<file path="config.mk">
export PLATFORM = sky130hd
export DESIGN_NAME = guess_game_ctrl_flat
export DESIGN_NICKNAME = d
export VERILOG_FILES = /design/src/rtl/guess_game_ctrl_if.sv /design/src/rtl/guess_game_ctrl.sv /design/src/flat_wrapper.sv
export SDC_FILE = /design/constraint.sdc
export NUM_CORES = 1
export LEC_CHECK = 0
export CAP_MARGIN = 30
export CORE_ASPECT_RATIO = 0.7
export CORE_MARGIN = 4
export CORE_UTILIZATION = 48
export CTS_BUF_LIST = sky130_fd_sc_hd__clkbuf_4 sky130_fd_sc_hd__clkbuf_8
export DETAILED_ROUTE_END_ITERATION = 10
export GPL_TIMING_DRIVEN = 0
export HOLD_SLACK_MARGIN = 0.12
export PLACE_DENSITY = 0.81
export REMOVE_ABC_BUFFERS = 1
export SKIP_LAST_GASP = 1
export SLEW_MARGIN = 10
export SYNTH_ARGS = -nofsm -noshare
export SYNTH_HDL_FRONTEND = slang
export SYNTH_SLANG_ARGS = --single-unit
</file>
<file path="constraint.sdc">
create_clock -name clk -period 2 [get_ports clk]
set_input_delay 0.2 -clock clk [delete_from_list [all_inputs] [get_ports clk]]
set_output_delay 0.2 -clock clk [all_outputs]
set_load 0.02 [all_outputs]
</file>
<file path="src/rtl/guess_game_ctrl_if.sv">
// Signal bundle between the guessing-game sequencer and the board/comparator side.
interface guess_game_ctrl_if;
  // Board switches/buttons and comparator result
  logic       start;
  logic       guessBtn;
  logic       useRandom;
  logic [3:0] secret_in;
  logic [3:0] sw_number;
  logic [2:0] cmp_state;
  // Sequencer outputs to comparator and status LEDs
  logic [3:0] number;
  logic [3:0] in_number;
  logic       isGuess;
  logic [2:0] hint;
  logic [3:0] tries;
  logic       win;
  logic       lose;
  logic       busy;

  // Board / comparator side
  modport master (
    output start, guessBtn, useRandom, secret_in, sw_number, cmp_state,
    input  number, in_number, isGuess, hint, tries, win, lose, busy
  );

  // Sequencer side
  modport slave (
    input  start, guessBtn, useRandom, secret_in, sw_number, cmp_state,
    output number, in_number, isGuess, hint, tries, win, lose, busy
  );
endinterface

</file>
<file path="src/rtl/guess_game_ctrl.sv">
// Guessing-game sequencer: holds the secret, registers guesses on a button
// edge, strobes the comparator for one cycle, and tracks tries/win/lose.
module guess_game_ctrl #(
  parameter int         MAX_TRIES = 7,
  parameter logic [3:0] LFSR_SEED = 4'b0001
) (
  input  logic              clk,
  input  logic              reset_n,
  guess_game_ctrl_if.slave  bus
);

  typedef enum logic [2:0] {
    S_IDLE,
    S_ARM,
    S_WAIT,
    S_CHECK,
    S_WIN,
    S_LOSE
  } state_t;

  state_t     r_state;
  logic       r_start_q;
  logic       r_guess_q;
  logic [3:0] r_lfsr;
  logic [3:0] r_number;
  logic [3:0] r_in_number;
  logic       r_is_guess;
  logic [2:0] r_hint;
  logic [3:0] r_tries;
  logic       r_win;
  logic       r_lose;
  logic       r_busy;

  logic       w_start_edge;
  logic       w_guess_edge;
  logic [3:0] w_tries_inc;
  logic [3:0] w_max_tries;

  assign w_start_edge = bus.start & ~r_start_q;
  assign w_guess_edge = bus.guessBtn & ~r_guess_q;
  assign w_tries_inc  = r_tries + 4'd1;
  assign w_max_tries  = 4'(MAX_TRIES);

  // Button history for rising-edge detection, updated in every state
  always_ff @(posedge clk or negedge reset_n) begin
    if (!reset_n) begin
      r_start_q <= 1'b0;
      r_guess_q <= 1'b0;
    end else begin
      r_start_q <= bus.start;
      r_guess_q <= bus.guessBtn;
    end
  end

  // Free-running x^4+x^3+1 LFSR; the seed is nonzero so it never locks at 0
  always_ff @(posedge clk or negedge reset_n) begin
    if (!reset_n) begin
      r_lfsr <= LFSR_SEED;
    end else begin
      r_lfsr <= {r_lfsr[2:0], r_lfsr[3] ^ r_lfsr[2]};
    end
  end

  // Game FSM; start edge outranks guess edge wherever both are honoured
  always_ff @(posedge clk or negedge reset_n) begin
    if (!reset_n) begin
      r_state     <= S_IDLE;
      r_number    <= 4'd0;
      r_in_number <= 4'd0;
      r_is_guess  <= 1'b0;
      r_hint      <= 3'b111;
      r_tries     <= 4'd0;
      r_win       <= 1'b0;
      r_lose      <= 1'b0;
      r_busy      <= 1'b0;
    end else begin
      // Strobe is only re-armed on the WAIT->CHECK transition
      r_is_guess <= 1'b0;
      case (r_state)
        S_IDLE: begin
          if (w_start_edge) begin
            r_state <= S_ARM;
            r_busy  <= 1'b1;
          end
        end
        S_ARM: begin
          r_number <= bus.useRandom ? r_lfsr : bus.secret_in;
          r_tries  <= 4'd0;
          r_hint   <= 3'b111;
          r_win    <= 1'b0;
          r_lose   <= 1'b0;
          r_state  <= S_WAIT;
        end
        S_WAIT: begin
          if (w_start_edge) begin
            r_state <= S_ARM;
          end else if (w_guess_edge) begin
            r_in_number <= bus.sw_number;
            r_is_guess  <= 1'b1;
            r_state     <= S_CHECK;
          end
        end
        S_CHECK: begin
          // An abort here drops the comparator result entirely
          if (w_start_edge) begin
            r_state <= S_ARM;
          end else begin
            r_hint  <= bus.cmp_state;
            r_tries <= w_tries_inc;
            if (bus.cmp_state == 3'b000) begin
              r_win   <= 1'b1;
              r_busy  <= 1'b0;
              r_state <= S_WIN;
            end else if (w_tries_inc == w_max_tries) begin
              r_lose  <= 1'b1;
              r_busy  <= 1'b0;
              r_state <= S_LOSE;
            end else begin
              r_state <= S_WAIT;
            end
          end
        end
        S_WIN, S_LOSE: begin
          if (w_start_edge) begin
            r_state <= S_ARM;
            r_busy  <= 1'b1;
          end
        end
        default: begin
          r_state <= S_IDLE;
          r_busy  <= 1'b0;
        end
      endcase
    end
  end

  assign bus.number    = r_number;
  assign bus.in_number = r_in_number;
  assign bus.isGuess   = r_is_guess;
  assign bus.hint      = r_hint;
  assign bus.tries     = r_tries;
  assign bus.win       = r_win;
  assign bus.lose      = r_lose;
  assign bus.busy      = r_busy;

endmodule

</file>
<file path="src/flat_wrapper.sv">
// flat-port wrapper written by rule: the top's interface ports become plain ports
module guess_game_ctrl_flat 
#(
  parameter int         MAX_TRIES = 7,
  parameter logic [3:0] LFSR_SEED = 4'b0001
)
  (clk, reset_n, bus_start, bus_guessBtn, bus_useRandom, bus_secret_in, bus_sw_number, bus_cmp_state, bus_number, bus_in_number, bus_isGuess, bus_hint, bus_tries, bus_win, bus_lose, bus_busy);
  guess_game_ctrl_if bus_i ();
  input  logic clk;
  input  logic reset_n;
  input wire logic [$bits(bus_i.start)-1:0] bus_start;
  input wire logic [$bits(bus_i.guessBtn)-1:0] bus_guessBtn;
  input wire logic [$bits(bus_i.useRandom)-1:0] bus_useRandom;
  input wire logic [$bits(bus_i.secret_in)-1:0] bus_secret_in;
  input wire logic [$bits(bus_i.sw_number)-1:0] bus_sw_number;
  input wire logic [$bits(bus_i.cmp_state)-1:0] bus_cmp_state;
  output wire logic [$bits(bus_i.number)-1:0] bus_number;
  output wire logic [$bits(bus_i.in_number)-1:0] bus_in_number;
  output wire logic [$bits(bus_i.isGuess)-1:0] bus_isGuess;
  output wire logic [$bits(bus_i.hint)-1:0] bus_hint;
  output wire logic [$bits(bus_i.tries)-1:0] bus_tries;
  output wire logic [$bits(bus_i.win)-1:0] bus_win;
  output wire logic [$bits(bus_i.lose)-1:0] bus_lose;
  output wire logic [$bits(bus_i.busy)-1:0] bus_busy;
  assign bus_i.start = bus_start;
  assign bus_i.guessBtn = bus_guessBtn;
  assign bus_i.useRandom = bus_useRandom;
  assign bus_i.secret_in = bus_secret_in;
  assign bus_i.sw_number = bus_sw_number;
  assign bus_i.cmp_state = bus_cmp_state;
  assign bus_number = bus_i.number;
  assign bus_in_number = bus_i.in_number;
  assign bus_isGuess = bus_i.isGuess;
  assign bus_hint = bus_i.hint;
  assign bus_tries = bus_i.tries;
  assign bus_win = bus_i.win;
  assign bus_lose = bus_i.lose;
  assign bus_busy = bus_i.busy;
  guess_game_ctrl #(.MAX_TRIES(MAX_TRIES), .LFSR_SEED(LFSR_SEED)) u_core (.clk(clk), .reset_n(reset_n), .bus(bus_i));
endmodule
</file>
==> flow_summary.yaml, run 1 <==
setup_path:
  required_ns: 2.23
  reg2reg_from: "u_core.bus.tries[0]"
  crit_path_end_kind: "register"
  cp_max_fo: 7
  start_kind: "register"
  crit_buf_inv: 0
  max_stage_delay_ns: 0.48
  worstSetupPathType: "register to register"
  cp_data_arrival_time_ns: 1.97
  timing.critical_path.from: "u_core.bus.tries[0]"
  worstPathCellList: "ha_1 -> nand3b_1 -> o31ai_2 -> nand2b_1 -> a222oi_1"
  critical_path.slowest_cell: "dfrtp_1"
  cp_top_family: "compound AO/OA/AOI/OAI gates"
floorplan:
  initial_core_util_pct: 53.3
  rows: 14
  dieHeight_um: 50.1
  pin_count: 35
  die-width_um: 68.1
  die_area_um2: 3410
  core-area_um2: 2280
logic_synthesis:
  yosysWarnings: 0
  syn_area_um2: 1210
  synthAdderAreaFrac_pct: 2.06
  ys_types: 37
  synth_top_family_by_area: "simple AND/OR/NAND/NOR gates"
  synthArstFlopShare_pct: 100
  avgSynthCellArea_um2: 12.1
  synth_edf_count: 0
  ys.flop_type: "dfrtp_1"
  synth.ff_latch_count: 28
  synth_simple_gate_area_share_pct: 14.6
  muxShareOfSynthArea_pct: 7.84
  yosys.area_share.xor_xnor_pct: 1.44
  synth_compound_area_share_pct: 13.7
  yosysSeqAreaShare_pct: 58.1
  syn-instance-count: 100
timing:
  fin_crit_sh_pct: 87.0
  rsz0062_at_grt: "false"
  tightest_slew_ns: 0.633
  fmax_ghz: 0.575
  drv_slew: 0
  period_needed_ns: 1.74
  max-slew-margin-rel_pct: 57.7
  finClkSkew_ns: 0.00942
  finalHoldViolations: 0
  setup_tns_ns: 0
  setup_viol: 0
detailed_routing:
  detail-route-antenna-nets: 0
  drt_iter0_drc: 69
  via_per_inst: 5.24
  drc: 0
  vias: 885
  dr.pass1.iters: 4
  wirelength_um: 2640
  wl_per_cell_um: 15.6
final_layout:
  fin_nets: 156
  multiInputGateArea_um2: 482
  drive_gt1_share_pct: 13.9
  final_util_pct: 72.5
  regArea_um2: 706
  post-route-cell-area_um2: 1650
  n_antenna_cell: 0
  area_growth_pct: 36.0
  fillerInstances: 168
flow_run:
  cap_violations: 0
global_routing:
  grt_max_degree: 18
  grt_util_all_layers_pct: 16.7
  grt_overflow_total: 0
  grt_pass1_wl_um: 4220
  antenna_found_initial: 0
  grt_pass1_vias: 905
place:
  io_buffers: 34
  placed_cell_area_um2: 1610
  dpl.hpwl_um: 2070
  place.gp.congestion: 0.775
clock_network:
  cts_setup_buffers: 0
  ctsResizeCount: 0
  hold_buffers: 0
  htreeDepth: 1
  cts_tree: "done"
  numCtsBuffers: 3
  clock_sinks: 28
  insertion_delay_ns: 0.33
  cts_root_buf: "clkbuf_4"
  clockBufferDepth: 2
  path_clk_slew_ns: 0.14
run_status:
  status: "completed"
power_and_ir_drop:
  power.leakage_nw: 0.700
  ir_worst_vdd_mv: 0.734
  power_w: 0.00218
  power.density_nw_per_um2: 1320
min_path:
  min_path_type: "input pin to asynchronous set/reset pin"
-- sequential cells by signal (all words and copies together) (netlist names) --
name	count
u_core.bus.in_number	4
u_core.bus.number	4
u_core.bus.tries	4
u_core.r_lfsr	4
u_core.bus.hint	3
u_core.r_state	3
u_core.bus.busy	1
u_core.bus.isGuess	1
u_core.bus.lose	1
u_core.bus.win	1
u_core.r_guess_q	1
u_core.r_start_q	1
-- cells by family after synthesis --
family | count (synthesis)
buf+inv | 7
compound gates | 24
flops | 28
xor+xnor | 2
simple gates | 28
mux | 9
fa+ha+maj | 2
-- cells in the mapped netlist, types with 2 or more instances --
| library cell | n | area, um2 |
|---|---|---|
| dfrtp_1 | 24 | 601 |
| buf_1 | 2 | 7.51 |
| dfstp_2 | 4 | 105 |
| o21ai_0 | 6 | 30.0 |
| mux2_2 | 4 | 45.0 |
| o22ai_1 | 2 | 12.5 |
| a21oi_1 | 5 | 25.0 |
| o22a_1 | 3 | 26.3 |
| nand2_1 | 3 | 11.3 |
| mux2i_1 | 5 | 50.1 |
| inv_1 | 5 | 18.8 |
| ha_1 | 2 | 25.0 |
| nor2_1 | 8 | 30.0 |
| nand2b_1 | 4 | 25.0 |
-- per-stage QoR --
| step | std cells | worst slack [ns] | hold WS (ns) |
|---|---|---|---|
| after floorplan | 98 | 0.382 | -0.0956 |
| after global placement | 164 | 0.239 | 0.359 |
| after detailed placement | 165 | 0.205 | 0.363 |
| after CTS | 169 | 0.224 | 0.261 |
| after global routing | 169 | 0.0854 | 0.275 |
| final | 169 | 0.260 | 0.238 |
-- placed cells by master (no fill, tap or decap), types with 2 or more instances in the layout --
cell              n
clkdlybuf4s50_1  34
dfrtp_1          24
nor2_1            8
o21ai_0           6
inv_1             5
mux2i_1           5
a21oi_1           5
nand2b_1          4
mux2_2            4
dfstp_2           4
nand2_1           3
o22a_1            3
clkbuf_4          3
o22ai_1           2
ha_1              2
-- final timing paths --
check,cells past startpoint,slack (ns),to
max in group asynchronous,2,1.17,u_core.bus.hint[2]
worst min-delay path,1,0.24,u_core.r_state[1]
worst min register to register,0,0.41,u_core.r_lfsr[2]
worst max register to register,5,0.26,u_core.r_state[0]
worst max-delay path,5,0.26,u_core.r_state[0]
min in group clk,1,0.34,u_core.r_guess_q
-- final cells by class --
type	instances	share of cell area [%]
inverters	5	1.14
repair buffers	35	22.3
flip-flops and latches	28	42.8
clock buffers	4	2.20
multi-input cells	65	29.2
well taps	32	2.43
-- layer usage --
| layer | global-route usage (%) | wire length (um) | up-vias |
|---|---|---|---|
| met1 | 21.9 | 1130 | 424 |
| met3 | 7.50 | 184 | 4 |
| met4 | 2.97 | 24 | 0 |
| met5 | 0 | 0 | - |
| met2 | 25.4 | 1300 | 25 |
| li1 | - | - | 432 |
-- report_power, final --
part | total, W | switching [W] | leakage (nW) | internal, W
clock | 0.000271 | 0.000160 | 0.0210 | 0.000112
sequential | 0.000932 | 0.000166 | 0.345 | 0.000766
combinational | 0.000980 | 0.000503 | 0.334 | 0.000477
total | 0.00218 | 0.000829 | 0.700 | 0.00135
(Power assumes the default switching activity.)
==> run 2: changes to the inputs <==
==> constraint.sdc (replaced) <==
create_clock -name clk -period 1.8 [get_ports clk]
set_input_delay 0.18 -clock clk [delete_from_list [all_inputs] [get_ports clk]]
set_output_delay 0.18 -clock clk [all_outputs]
set_load 0.02 [all_outputs]
==> flow_summary.yaml, run 2 (synthesis gave the netlist of run 1 again) <==
floorplan:
  die_area_um2: 3410
  dieHeight_um: 50.1
  core-area_um2: 2280
  pin_count: 35
  die-width_um: 68.1
  initial_core_util_pct: 53.3
  rows: 14
setup_path:
  crit_path_end_kind: "register"
  start_kind: "register"
  cp_max_fo: 7
  crit_buf_inv: 1
  worstPathCellList: "ha_2 -> nand3b_1 -> o31ai_4 -> buf_4 -> or2_1 -> a41oi_1"
  cp_data_arrival_time_ns: 1.90
  r2r_slack_ns: 0.09
  rr_endpoint: "u_core.bus.busy"
  required_ns: 1.99
  critical_path.slowest_cell: "dfrtp_2"
  worstSetupPathType: "register to register"
  reg2reg_depth: 6
  reg2reg_from: "u_core.bus.tries[0]"
  cp_top_family: "flip-flops"
  max_stage_delay_ns: 0.47
  cp_num_cells: 6
timing:
  timing.hold.ws_ns: 0.227
  setup_viol: 0
  max-slew-margin-rel_pct: 57.6
  finClkSkew_ns: 0.00735
  drv_slew: 0
  finalHoldViolations: 0
  fmax_ghz: 0.585
  tightest_slew_ns: 0.633
  period_needed_ns: 1.71
  fin_crit_sh_pct: 95.0
place:
  placed_cell_area_um2: 1610
  io_buffers: 34
  dpl.hpwl_um: 2070
  place.gp.congestion: 0.775
final_layout:
  final_common_cell: "clkdlybuf4s50_1"
  fin_nets: 159
  final_cell_mix: "clkdlybuf4s50_1, dfrtp_1, nor2_1, o21ai_0"
  n_antenna_cell: 0
  final_util_pct: 74.1
  post-route-cell-area_um2: 1690
  drive_gt1_share_pct: 17.9
  area_growth_pct: 39.0
global_routing:
  grt_util_all_layers_pct: 16.7
  grt_pass1_wl_um: 4220
  grt_overflow_total: 0
  antenna_found_initial: 0
  grt_max_degree: 18
  grt_pass1_vias: 905
detailed_routing:
  vias: 913
  wirelength_um: 2640
  drt_iter0_drc: 54
  detail-route-antenna-nets: 0
  drc: 0
  wl_per_cell_um: 15.4
  via_per_inst: 5.31
  dr.pass1.iters: 4
clock_network:
  clockBufferDepth: 2
  numCtsBuffers: 3
  hold_buffers: 0
  clock_sinks: 28
  insertion_delay_ns: 0.32
  path_clk_slew_ns: 0.14
  cts_tree: "done"
  htreeDepth: 1
  cts_root_buf: "clkbuf_4"
power_and_ir_drop:
  power.density_nw_per_um2: 1450
  ir_worst_vdd_mv: 0.817
  power.leakage_nw: 0.709
flow_run:
  cap_violations: 0
min_path:
  min_path_type: "input pin to asynchronous set/reset pin"
run_status:
  status: "completed"
==> run 2: cell count changes in the layout (fill, tap and decap cells not counted), sizes merged <==
cell  delta
buf      +3
==> run 2: per-layer routing <==
layer  up-vias  share of wire [%]  GRT usage, %
li1        441                  -             -
met1       442                 43          21.9
met2        25                 49          25.4
met3         5                7.0          7.50
met4         0               0.91          2.97
met5         -                  0             0
==> run 2: power by group <==
part	total, W	internal, W	switching, W
sequential	0.00104	0.000854	0.000184
combinational	0.00112	0.000548	0.000568
clock	0.000296	0.000124	0.000173
total	0.00245	0.00153	0.000924
==> run 2: how the worst max path moves through the flow <==
stage                         from                 endpoint  slack (ns)
2_1_floorplan  u_core.bus.tries[0]        u_core.r_state[0]        0.18
3_3_place_gp             bus_start  u_core.bus.in_number[0]        0.06
3_5_place_dp             bus_start  u_core.bus.in_number[2]        0.03
4_1_cts        u_core.bus.tries[0]        u_core.r_state[0]        0.02
5_1_grt        u_core.bus.tries[0]          u_core.bus.busy       -0.02
6_report       u_core.bus.tries[0]          u_core.bus.busy        0.09
==> run 2: cell type report <==
class / instances / area (um2)
Clock buffer: 4 / 36.3
Sequential cell: 28 / 708
Fill cell: 163 / 591
Tap cell: 32 / 40.0
Timing Repair Buffer: 38 / 390
Multi-Input combinational cell: 65 / 493
Inverter: 5 / 18.8
==> run 2: timing repair <==
item / 4_1_cts / 5_1_grt
gates resized for setup: 0 / 4
setup endpoints to repair: 0 / 1
setup buffers: 0 / 3
==> run 2: through the flow <==
| step | setup TNS (ns) | instances | setup slack [ns] | total power, W |
|---|---|---|---|---|
| global route | -0.0227 | 172 | -0.0177 | 0.00261 |
| CTS | 0 | 169 | 0.0242 | 0.00244 |
| finish | 0 | 172 | 0.0895 | 0.00245 |
| global placement | 0 | 164 | 0.0590 | 0.00208 |
| floorplan | 0 | 98 | 0.182 | 0.00161 |
| detailed placement | 0 | 165 | 0.0255 | 0.00214 |
==> run 2: worst register-to-register path: stages (launching register included) <==
cell and delay, ns:
dfrtp_2 0.47, ha_2 0.22, nand3b_1 0.20, o31ai_4 0.29, buf_4 0.15, or2_1 0.13, a41oi_1 0.13
==> run 3: changes to the inputs <==
--- a/config.mk
+++ b/config.mk
@@ -5,16 +5,18 @@
 export SDC_FILE = /design/constraint.sdc
 export NUM_CORES = 1
 export LEC_CHECK = 0
+export ABC_AREA = 1
 export CAP_MARGIN = 30
 export CORE_ASPECT_RATIO = 0.7
 export CORE_MARGIN = 4
-export CORE_UTILIZATION = 48
+export CORE_UTILIZATION = 49
 export CTS_BUF_LIST = sky130_fd_sc_hd__clkbuf_4 sky130_fd_sc_hd__clkbuf_8
 export DETAILED_ROUTE_END_ITERATION = 10
 export GPL_TIMING_DRIVEN = 0
 export HOLD_SLACK_MARGIN = 0.12
 export PLACE_DENSITY = 0.81
 export REMOVE_ABC_BUFFERS = 1
+export SETUP_SLACK_MARGIN = 0.05
 export SKIP_LAST_GASP = 1
 export SLEW_MARGIN = 10
 export SYNTH_ARGS = -nofsm -noshare
==> flow_summary.yaml, run 3 <==
run_status:
  status: "completed"
floorplan:
  rows: 15
  pin_count: 35
  die-width_um: 68.9
  initial_core_util_pct: 51.3
  core-area_um2: 2480
  die_area_um2: 3490
  dieHeight_um: 50.6
timing:
  rsz0062_at_grt: "false"
  tightest_slew_ns: 0.568
  fmax_ghz: 0.620
  drv_slew: 0
  finalHoldViolations: 0
  max-slew-margin-rel_pct: 62.0
  period_needed_ns: 1.61
  setup_viol: 0
  finClkSkew_ns: 0.00861
  setup_tns_ns: 0
  fin_crit_sh_pct: 89.6
detailed_routing:
  drt_iter0_drc: 57
  wl_per_cell_um: 12.5
  detail-route-antenna-nets: 0
  via_per_inst: 4.90
  vias: 1084
  drc: 0
  wirelength_um: 2760
  dr.pass1.iters: 4
flow_run:
  cap_violations: 0
clock_network:
  cts_tree: "done"
  cts_setup_buffers: 0
  path_clk_slew_ns: 0.09
  cts_root_buf: "clkbuf_8"
  numCtsBuffers: 3
  clockBufferDepth: 2
  clock_sinks: 28
  ctsResizeCount: 0
  hold_buffers: 0
  htreeDepth: 1
  insertion_delay_ns: 0.28
global_routing:
  antenna_found_initial: 0
  grt_pass1_vias: 1045
  grt_pass1_wl_um: 4730
  grt_max_degree: 19
  grt_overflow_total: 0
  grt_util_all_layers_pct: 18.6
setup_path:
  crit_buf_inv: 1
  worstSetupPathType: "register to output pin"
  cp_top_family: "buffers and inverters"
  worstPathCellList: "clkdlybuf4s50_1"
  cp_data_arrival_time_ns: 1.43
  cp_num_cells: 1
  max_stage_delay_ns: 0.62
  reg2reg_depth: 9
  cp_max_fo: 2
  crit_path_end_kind: "output pin"
  required_ns: 1.62
  critical_path.slowest_cell: "clkdlybuf4s50_1"
  start_kind: "register"
final_layout:
  final_common_cell: "nand2_1"
  final_cell_mix: "nand2_1, clkdlybuf4s50_1, dfrtp_1, inv_1, o21ai_0"
  fin_cells: 221
  area_growth_pct: 37.9
  n_antenna_cell: 0
  drive_gt1_share_pct: 12.3
  fin_nets: 206
logic_synthesis:
  avgSynthCellArea_um2: 8.59
  synth_edf_count: 0
  yosysTopAreaCellShare_pct: 47.2
  synth.ff_latch_count: 28
  ys_types: 21
  syn_area_um2: 1270
  yosysSeqAreaShare_pct: 55.5
  ys.flop_type: "dfrtp_1"
  syn-instance-count: 148
  yosysWarnings: 0
  synthArstFlopShare_pct: 100
  yosysMostFrequentCell: "nand2_1"
  yosys.area.top_type: "dfrtp_1"
  ys_top_cells_by_count: "nand2_1, dfrtp_1, inv_1, o21ai_0, nor2_1"
  synthTopCellsByArea: "dfrtp_1, nand2_1, dfstp_2, inv_1, o21ai_0"
min_path:
  min_path_type: "input pin to asynchronous set/reset pin"
place:
  io_buffers: 34
  place.gp.congestion: 0.771
  dpl.hpwl_um: 2120
  dpl.cell_count: 217
power_and_ir_drop:
  ir_worst_vdd_mv: 1.26
  p_sw_w: 0.00110
  power.density_nw_per_um2: 1600
  p_sw_share_pct: 39.5
  combPwrFrac_pct: 45.9
  p_int_w: 0.00169
  power.share.clock_pct: 17.7
  seqPwrFrac_pct: 36.5
  power.leakage_nw: 0.845
run 3: cell type report:
| type | instances | area, um2 |
|---|---|---|
| multi-input combinational | 93 | 463 |
| tap | 34 | 42.5 |
| fill | 197 | 724 |
| inverter | 27 | 103 |
| sequential | 28 | 706 |
| clock inverter | 1 | 30.0 |
| timing repair buffer | 35 | 368 |
| clock buffer | 3 | 41.3 |
run 3: stage by stage:
stage / hold WS (ns) / power [W] / area, um2 / utilization, % / setup slack, ns
finish: 0.250 / 0.00280 / 1750 / 70.8 / 0.186
global route: 0.294 / 0.00300 / 1750 / 70.8 / 0.100
CTS: 0.277 / 0.00282 / 1750 / 70.8 / 0.179
detailed placement: 0.370 / 0.00231 / 1680 / 67.9 / 0.283
global placement: 0.363 / 0.00225 / 1650 / 66.8 / 0.186
floorplan: -0.116 / 0.00177 / 1270 / - / 0.401
run 3: worst paths after layout:
check	slack, ns	endpoint	startpoint
setup reg to reg	0.27	u_core.bus.busy	u_core.bus.tries[0]
hold / removal	0.25	u_core.bus.tries[0]	reset_n
min in group clk	0.35	u_core.r_guess_q	bus_guessBtn
max in group asynchronous	0.98	u_core.r_lfsr[0]	reset_n
hold reg to reg	0.39	u_core.r_lfsr[2]	u_core.r_lfsr[1]
setup / recovery	0.19	bus_hint[1]	u_core.bus.hint[1]
run 3: kinds of logic after synthesis:
group / count (synthesis) / share of synthesized area [%]
AO/OA/AOI/OAI: 21 / 8.66
XOR/XNOR: 1 / 0.689
adder cells (fa/ha/maj): 2 / 1.97
buffers and inverters: 27 / 8.07
AND/OR/NAND/NOR: 69 / 25.1
flip-flops: 28 / 55.5
run 3: power by group through the flow:
stage	Clock, W	Combinational (W)	Sequential [W]
floorplan	0	0.000551	0.00122
global placement	0	0.00123	0.00102
detailed placement	0	0.00128	0.00103
CTS	0.000501	0.00130	0.00102
global route	0.000531	0.00143	0.00105
finish	0.000494	0.00128	0.00102
run 3: metal layers:
layer  vias up  routed length, um  track usage, %
li1        540                  -               -
met3         7                206            5.82
met5         -                  0               0
met2        37               1300            27.2
met4         0                 77            10.0
met1       500               1180            24.3
